## config.mk

```make
export PLATFORM = sky130hd
export DESIGN_NAME = prs_frame_ctrl
export DESIGN_NICKNAME = d
export VERILOG_FILES = /design/src/rtl/prs_frame_ctrl.sv
export SDC_FILE = /design/constraint.sdc
export NUM_CORES = 1
export LEC_CHECK = 0
export ABC_AREA = 1
export BUFFER_PORTS_ARGS = -buffer_cell sky130_fd_sc_hd__buf_2
export CORE_ASPECT_RATIO = 1.4
export CORE_MARGIN = 2
export CORE_UTILIZATION = 55
export CTS_BUF_LIST = sky130_fd_sc_hd__clkbuf_8
export CTS_CLUSTER_SIZE = 40
export DETAILED_ROUTE_END_ITERATION = 7
export MAX_ROUTING_LAYER = met4
export PLACE_DENSITY = 0.74
export SYNTH_ARGS = -nofsm -noshare
export SYNTH_HDL_FRONTEND = slang
export SYNTH_SLANG_ARGS = --single-unit
```

## constraint.sdc

```tcl
create_clock -name clk -period 3.1 [get_ports clk]
set_clock_uncertainty 0.15 [all_clocks]
set_input_delay 0.155 -clock clk [delete_from_list [all_inputs] [get_ports clk]]
set_output_delay 0.155 -clock clk [all_outputs]
set_load 0.005 [all_outputs]
```

## src/rtl/prs_frame_ctrl.sv

```systemverilog
// prs_frame_ctrl: sequences the PRS symbol generator into sof/eof-framed valid/ready streams.
// Optional macro PRS_RESEED_EN adds a RESEED state that restarts the generator before every frame.
module prs_frame_ctrl #(
    parameter int FRAME_LEN = 1024,
    parameter int GAP_LEN   = 8,
    parameter int CNT_W     = 16
) (
    input  logic             clk,
    input  logic             reset_n,
    input  logic             i_start,
    input  logic [CNT_W-1:0] i_frames,
    input  logic             i_stop,
    output logic             o_prs_req,
    output logic             o_prs_rst_n,
    input  logic             i_prs_vld,
    input  logic             i_prs_sym,
    output logic             o_vld,
    input  logic             i_rdy,
    output logic             o_sym,
    output logic             o_sof,
    output logic             o_eof,
    output logic             o_busy,
    output logic [CNT_W-1:0] o_frame_cnt
);

    typedef enum logic [2:0] {IDLE, RESEED, RUN, DRAIN, GAP} state_t;

`ifdef PRS_RESEED_EN
    localparam state_t RESTART = RESEED;
`else
    localparam state_t RESTART = RUN;
`endif

    state_t           state, state_nxt;
    logic [CNT_W-1:0] issued, wr_idx, gap_cnt, frames_lat;
    logic             stop_flag, inflight, all_done, push, pop;
    logic [2:0]       fifo_mem [4];
    logic [1:0]       wr_ptr, rd_ptr;
    logic [2:0]       fifo_cnt;

    // The whole run ends on a stop request or once the requested frame count has been delivered.
    assign all_done = stop_flag || (frames_lat != '0 && o_frame_cnt == frames_lat);

    always_comb begin
        state_nxt = state;
        case (state)
            IDLE:    if (i_start) state_nxt = RESTART;
            RESEED:  state_nxt = RUN;
            RUN:     if (o_prs_req && issued == CNT_W'(FRAME_LEN - 1)) state_nxt = DRAIN;
            DRAIN: begin
                if (fifo_cnt == 3'd0 && !inflight) begin
                    if (GAP_LEN != 0) state_nxt = GAP;
                    else              state_nxt = all_done ? IDLE : RESTART;
                end
            end
            GAP:     if (gap_cnt == CNT_W'(GAP_LEN - 1)) state_nxt = all_done ? IDLE : RESTART;
            default: state_nxt = IDLE;
        endcase
    end

    always_ff @(posedge clk) begin
        if (!reset_n) begin
            state       <= IDLE;
            issued      <= '0;
            wr_idx      <= '0;
            gap_cnt     <= '0;
            frames_lat  <= '0;
            o_frame_cnt <= '0;
            stop_flag   <= 1'b0;
            inflight    <= 1'b0;
        end else begin
            state    <= state_nxt;
            inflight <= o_prs_req;
            issued   <= (state == RUN) ? issued + CNT_W'(o_prs_req) : '0;
            gap_cnt  <= (state == GAP) ? gap_cnt + CNT_W'(1) : '0;
            if (push)
                wr_idx <= (wr_idx == CNT_W'(FRAME_LEN - 1)) ? '0 : wr_idx + CNT_W'(1);
            if (state == IDLE && i_start) begin
                frames_lat  <= i_frames;
                o_frame_cnt <= '0;
                stop_flag   <= 1'b0;
            end else begin
                if (pop && fifo_mem[rd_ptr][0])
                    o_frame_cnt <= o_frame_cnt + CNT_W'(1);
                // Stop stays pending until the run actually returns to IDLE.
                if (state_nxt == IDLE)
                    stop_flag <= 1'b0;
                else if (i_stop && state != IDLE)
                    stop_flag <= 1'b1;
            end
        end
    end

    // Credit FIFO entries are {sym, sof, eof}; tags come from the write position within the frame.
    assign push = i_prs_vld;
    assign pop  = o_vld && i_rdy;

    always_ff @(posedge clk) begin
        if (push)
            fifo_mem[wr_ptr] <= {i_prs_sym, wr_idx == '0, wr_idx == CNT_W'(FRAME_LEN - 1)};
    end

    always_ff @(posedge clk) begin
        if (!reset_n) begin
            wr_ptr   <= 2'd0;
            rd_ptr   <= 2'd0;
            fifo_cnt <= 3'd0;
        end else begin
            if (push) wr_ptr <= wr_ptr + 2'd1;
            if (pop)  rd_ptr <= rd_ptr + 2'd1;
            fifo_cnt <= fifo_cnt + 3'(push) - 3'(pop);
        end
    end

    always @(posedge clk) begin
        if (reset_n)
            assert (!(push && fifo_cnt == 3'd4));
    end

    assign o_prs_req = (state == RUN) && (issued < CNT_W'(FRAME_LEN)) &&
                       ((fifo_cnt + 3'(inflight)) < 3'd4);

`ifdef PRS_RESEED_EN
    assign o_prs_rst_n = reset_n && (state != RESEED);
`else
    assign o_prs_rst_n = reset_n;
`endif

    assign o_vld  = (fifo_cnt != 3'd0);
    assign o_sym  = o_vld & fifo_mem[rd_ptr][2];
    assign o_sof  = o_vld & fifo_mem[rd_ptr][1];
    assign o_eof  = o_vld & fifo_mem[rd_ptr][0];
    assign o_busy = (state != IDLE);

endmodule

```

* After elaboration in Yosys (flattened, before gate mapping)
Memories as Yosys holds them, arrays and structs flattened. A register that Yosys moved wholly into a read port is not among the register bits. Cells that the tools add are included.
Word-level totals: register bits 92, bits in writable memories 12, input bits 23, output and inout port bits 23, logic and storage cells 68, memories kept 1
Memories:
- fifo_mem | words 4, bits a word 3, rd ports 1, clocked after memory_dff 1, wr ports 1, line 37 | logic [2:0] fifo_mem [4];
Cells by class: $add $sub $neg 9, $lt $le $gt $ge 2, equality and inequality tests 8, muxes and demuxes 11, bitwise gates (word level) 4, reduce and logical (&&, ||, !) cells 22
Operators by type and width (number):
- adder 16 x 1 -> 16 bit, second input constant | 3
- == test 16 x 10 -> 1 bit, second input constant | 2
- adder 16 x 1 -> 16 bit | 1
- == test 16 bit | 1
- == test 16 x 3 -> 1 bit, second input constant | 1
- zero test 16 bit | 1
- less-than comparator 16 x 11 -> 1 bit, second input constant | 1
- 2-to-1 mux 16 bit | 1
- nonzero test 16 bit | 1
- one-hot mux 3 bit (5 select lines) | 1
- 2-to-1 mux 3 bit | 4
- logical AND 1 bit | 9
- zero test 3 bit | 3
- adder 3 x 1 -> 3 bit | 2
- == test 3 x 2 -> 1 bit, second input constant | 2
- 2-to-1 mux 2 bit | 3
- nonzero test 3 bit | 2
- adder 2 x 1 -> 2 bit, second input constant | 2
- AND reduction 2 bit | 2
- bitwise AND 1 bit | 3
- == test 3 x 1 -> 1 bit, second input constant | 1
- == test 3 bit, second input constant | 1
- less-than comparator 3 bit, second input constant | 1
- OR reduction 3 bit | 1
- other kinds (6) | 7

* Logic depth before layout (Yosys ltp)
depth after elaboration 8, mapped depth 12, gate-level depth less buffers 12

* Least setup slack after synthesis
No wires, ideal clock.
path type reg2reg, start point reg state[2], end point reg issued[12], library setup time 0.132 ns, data arrival time 1.984 ns, required time 2.818 ns, path slack 0.834 ns, cell stages (with the launch flop) 13, buffers on the path 0, period minus slack after synthesis 2.266 ns, cell sequence dfxtp_1 -> inv_1 -> nand3b_1 -> nor4_2 -> ha_1 -> ha_1 -> nand2_1 -> nor2_2 -> nand3_1 -> nor2_1 -> nand2_1 -> nand2_1 -> a21oi_1
On the way: word-level cells in the longest chain between the ends 4, elaborated cells on any way between the ends 5, classes of those cells 1 x add/sub; 1 x eq/ne; 3 x reduce/logical
Ends and longest elaborated chain:
- from (decl) | line 34 | state_t state, state_nxt;
- from (signal assigned) | line 72 | state <= state_nxt;
- == test 3 x 2 -> 1 bit | line 120 | assign o_prs_req = (state == RUN) && (issued < CNT_W'(FRAME_LEN)) &&
- logical AND 1 bit (2 in a row) | line 120
- named net o_prs_req | line 13 | output logic o_prs_req,
- adder 16 x 1 -> 16 bit | line 74 | issued <= (state == RUN) ? issued + CNT_W'(o_prs_req) : '0;
- to (signal assigned) | line 74
- to (decl) | line 35 | logic [CNT_W-1:0] issued, wr_idx, gap_cnt, frames_lat;
The timed path passes the listed nets, and every way through them passes these cells. A chain may end at the register's enable or synchronous reset.

* Worst setup path after layout
start point reg fifo_cnt[1], end point reg issued[12]
On the way: word-level cells in the longest chain between the ends 4
Ends and longest elaborated chain:
- from (decl) | line 39 | logic [2:0] fifo_cnt;
- from (signal assigned) | line 111 | fifo_cnt <= fifo_cnt + 3'(push) - 3'(pop);
- adder 3 x 1 -> 3 bit | line 121 | ((fifo_cnt + 3'(inflight)) < 3'd4);
- less-than comparator 3 bit | line 121
- logical AND 1 bit | line 120
- adder 16 x 1 -> 16 bit | line 74
Every way passes these cells.

==> impl_metrics.env <==
export IMPL_grt_pass1_wl_um=19200
export IMPL_first_pass_iters=4
export IMPL_finalSetupViolations=0
export IMPL_diodes=0
export IMPL_h_tree_depth=3
export IMPL_syn_inst=725
export IMPL_wl_met2_um=6040
export IMPL_p_per_area_nw_per_um2=462
export IMPL_drv_slew=0
export IMPL_cp_arrival_ns=2.60
export IMPL_synth_seq_area_share_pct=42.9
export IMPL_grt_ovfl_total=0
export IMPL_synth_top_area_share_pct=36.0
export IMPL_dieArea_um2=10300
export IMPL_synthesis_area_um2=5220
export IMPL_ys_async_sr_fraction_pct=0
export IMPL_run_status="finished, final reports clean"
export IMPL_start_util_pct=55.8
export IMPL_grtUsageTotal_pct=23.9
export IMPL_cts_hold_buf=19
export IMPL_cp_end_kind="flop"
export IMPL_criticalPathCategory="reg2reg"
export IMPL_synth_cell_types=40
export IMPL_slew_headroom_pct=65.8
export IMPL_synth_main_ff_cell="dfxtp_1"
export IMPL_wl_per_cell_um=12.4
export IMPL_drtAntennaViolNets=0
export IMPL_cts_sinks=106
export IMPL_finalCriticalPeriod_ns=2.50
export IMPL_setup_tns_ns=0
export IMPL_yosysMostFrequentCell="nand2_1"
export IMPL_die_w_um=86.4
export IMPL_hold_viol=0
export IMPL_synth_warnings=0
export IMPL_routed_top_layer="met4"
export IMPL_wirelength_um=11200
export IMPL_areaGrowthSynthToFinish_pct=12.9
export IMPL_hold_path_class="in2reg"
export IMPL_vias=4689
export IMPL_wl_met1_um=4450
export IMPL_synth_edf_count=12
export IMPL_cts_tree="done"
export IMPL_worst_slew_pin_transition_ns=0.511
export IMPL_drc=0
export IMPL_insertion_delay_ns=0.38
export IMPL_root_buffer="clkbuf_8"
export IMPL_path_clk_slew_ns=0.09
export IMPL_rsz0062_at_grt="false"
export IMPL_post_cts_setup_buffers=0
export IMPL_dp_cells=869
export IMPL_ys_seq_elements=106
export IMPL_cts_resized=0
export IMPL_antenna_found_initial=0
export IMPL_maxCapViolCount=0
export IMPL_numCtsBuffers=9
export IMPL_core_um2=9350
export IMPL_drive_above_1_share_pct=12.0
export IMPL_routed_via_density=5.19
export IMPL_critPathMaxFanout=4
export IMPL_syn_num_nets=761
export IMPL_yosysTopAreaCell="dfxtp_1"
export IMPL_io_pins=46
export IMPL_ys_top_cells_by_count="165 x nand2_1, 94 x dfxtp_1, 94 x inv_1"
export IMPL_holdWs_ns=0.0496
export IMPL_die_h_um=119
export IMPL_grt_pass1_vias=4577
export IMPL_power_leakage_uw=0.00237
export IMPL_post_route_util_pct=63.1
export IMPL_core_rowCount=42
export IMPL_fin_crit_sh_pct=80.7
export IMPL_fin_nets=825
export IMPL_fmax_mhz=400
export IMPL_drt_iter0_drc=226
export IMPL_worstPathRequired_ns=3.20
export IMPL_clock_path_buffers=2
export IMPL_finalWeightedCongestion=0.873
export IMPL_cp_start_kind="flop"
export IMPL_synth_avg_cell_area_um2=7.20
export IMPL_dpl_hpwl_um=8340
export IMPL_grt_max_degree=34
export IMPL_port_buffers=45
export IMPL_instances_no_fill=904
export IMPL_synth_area_leaders="dfxtp_1 36%, nand2_1 12%, edfxtp_1 6.9%, inv_1 6.8%, a21oi_1 6.3%"
export IMPL_wl_met3_um=467
export IMPL_ir_drop_mv=0.341
[cell usage in the layout (no fill, tap or decap), types with 2 or more instances in the layout]
master         instances
o21ai_1                2
nor2_2                 8
xor2_1                17
a21oi_1               66
dlygate4sd3_1         19
nor2_1                86
nand3_1               36
nand4_1               14
buf_2                 45
nor4_1                 2
nand3_2                2
edfxtp_1              12
inv_2                  8
ha_1                  12
or2_2                  3
inv_1                 95
buf_4                  2
o21ai_0               46
nand2_2                3
clkinv_4               2
nand2_1              165
nor2_4                 4
nor3_1                16
dfxtp_1               94
nand3b_1               2
clkinv_1               2
clkbuf_8               9
xnor2_1                6
nor3_2                 2
[layout make-up]
cell class	count	area, µm²
fillers	847	3460
well taps	110	138
multi-input cells	503	2530
inverters	103	387
flip-flops and latches	106	2240
clock inverters	7	46.3
clock buffers	9	124
repair buffers	66	430
[logic make-up after synthesis]
group | Yosys count | synth area share, %
compound gates | 117 | 11.4
xor+xnor | 23 | 3.86
fa+ha+maj | 13 | 3.26
buf+inv | 116 | 8.60
flops | 106 | 42.9
simple gates | 350 | 29.9
[worst paths after layout]
kind,start,to,slack [ns],cells past startpoint
worst max-delay path,fifo_cnt[1],issued[12],0.60,12
worst min-delay path,i_rdy,flop,0.05,4
worst max register to register,fifo_cnt[1],issued[12],0.60,12
worst min register to register,gap_cnt[0],gap_cnt[0],0.31,1
[stage by stage]
stage / instance area, µm² / worst slack [ns] / power (µW)
after floorplan: 5220 / 0.834 / 1840
after global placement: 5540 / 0.728 / 1960
after detailed placement: 5540 / 0.616 / 1980
after CTS: 5900 / 0.589 / 2750
after global routing: 5900 / 0.276 / 2890
final: 5900 / 0.597 / 2720
[layer usage]
layer  global-route usage [%]  vias to the layer above
met2                     43.1                       86
met5                        -                        -
li1                         -                     2448
met4                     8.69                        0
met1                     24.9                     2136
met3                     5.27                       19
[where the power goes]
group / internal [µW] / total [µW] / switching, µW
Combinational: 173 / 462 / 288
Clock: 291 / 761 / 470
Sequential: 1450 / 1500 / 50.6
Total: 1920 / 2720 / 809
[sequential cells by signal, summed over array words and instances (netlist names), named ones only]
signal       count
wr_idx          16
fifo_mem        12
gap_cnt         16
frames_lat      16
inflight         1
rd_ptr           2
stop_flag        1
issued          16
fifo_cnt         3
o_frame_cnt     16
wr_ptr           2
state            3
[critical path: stages (launching register included)]
cell and delay (ns):
dfxtp_1 0.44, nand3_1 0.12, xnor2_1 0.16, nor4_2 0.28, ha_1 0.27, ha_1 0.20
nand2_1 0.10, nor2_2 0.13, nand3_1 0.11, nor2_1 0.22, nand2_1 0.08, nand2_1 0.07
a21oi_1 0.05
Note: power is estimated with default switching activity, not from simulation.
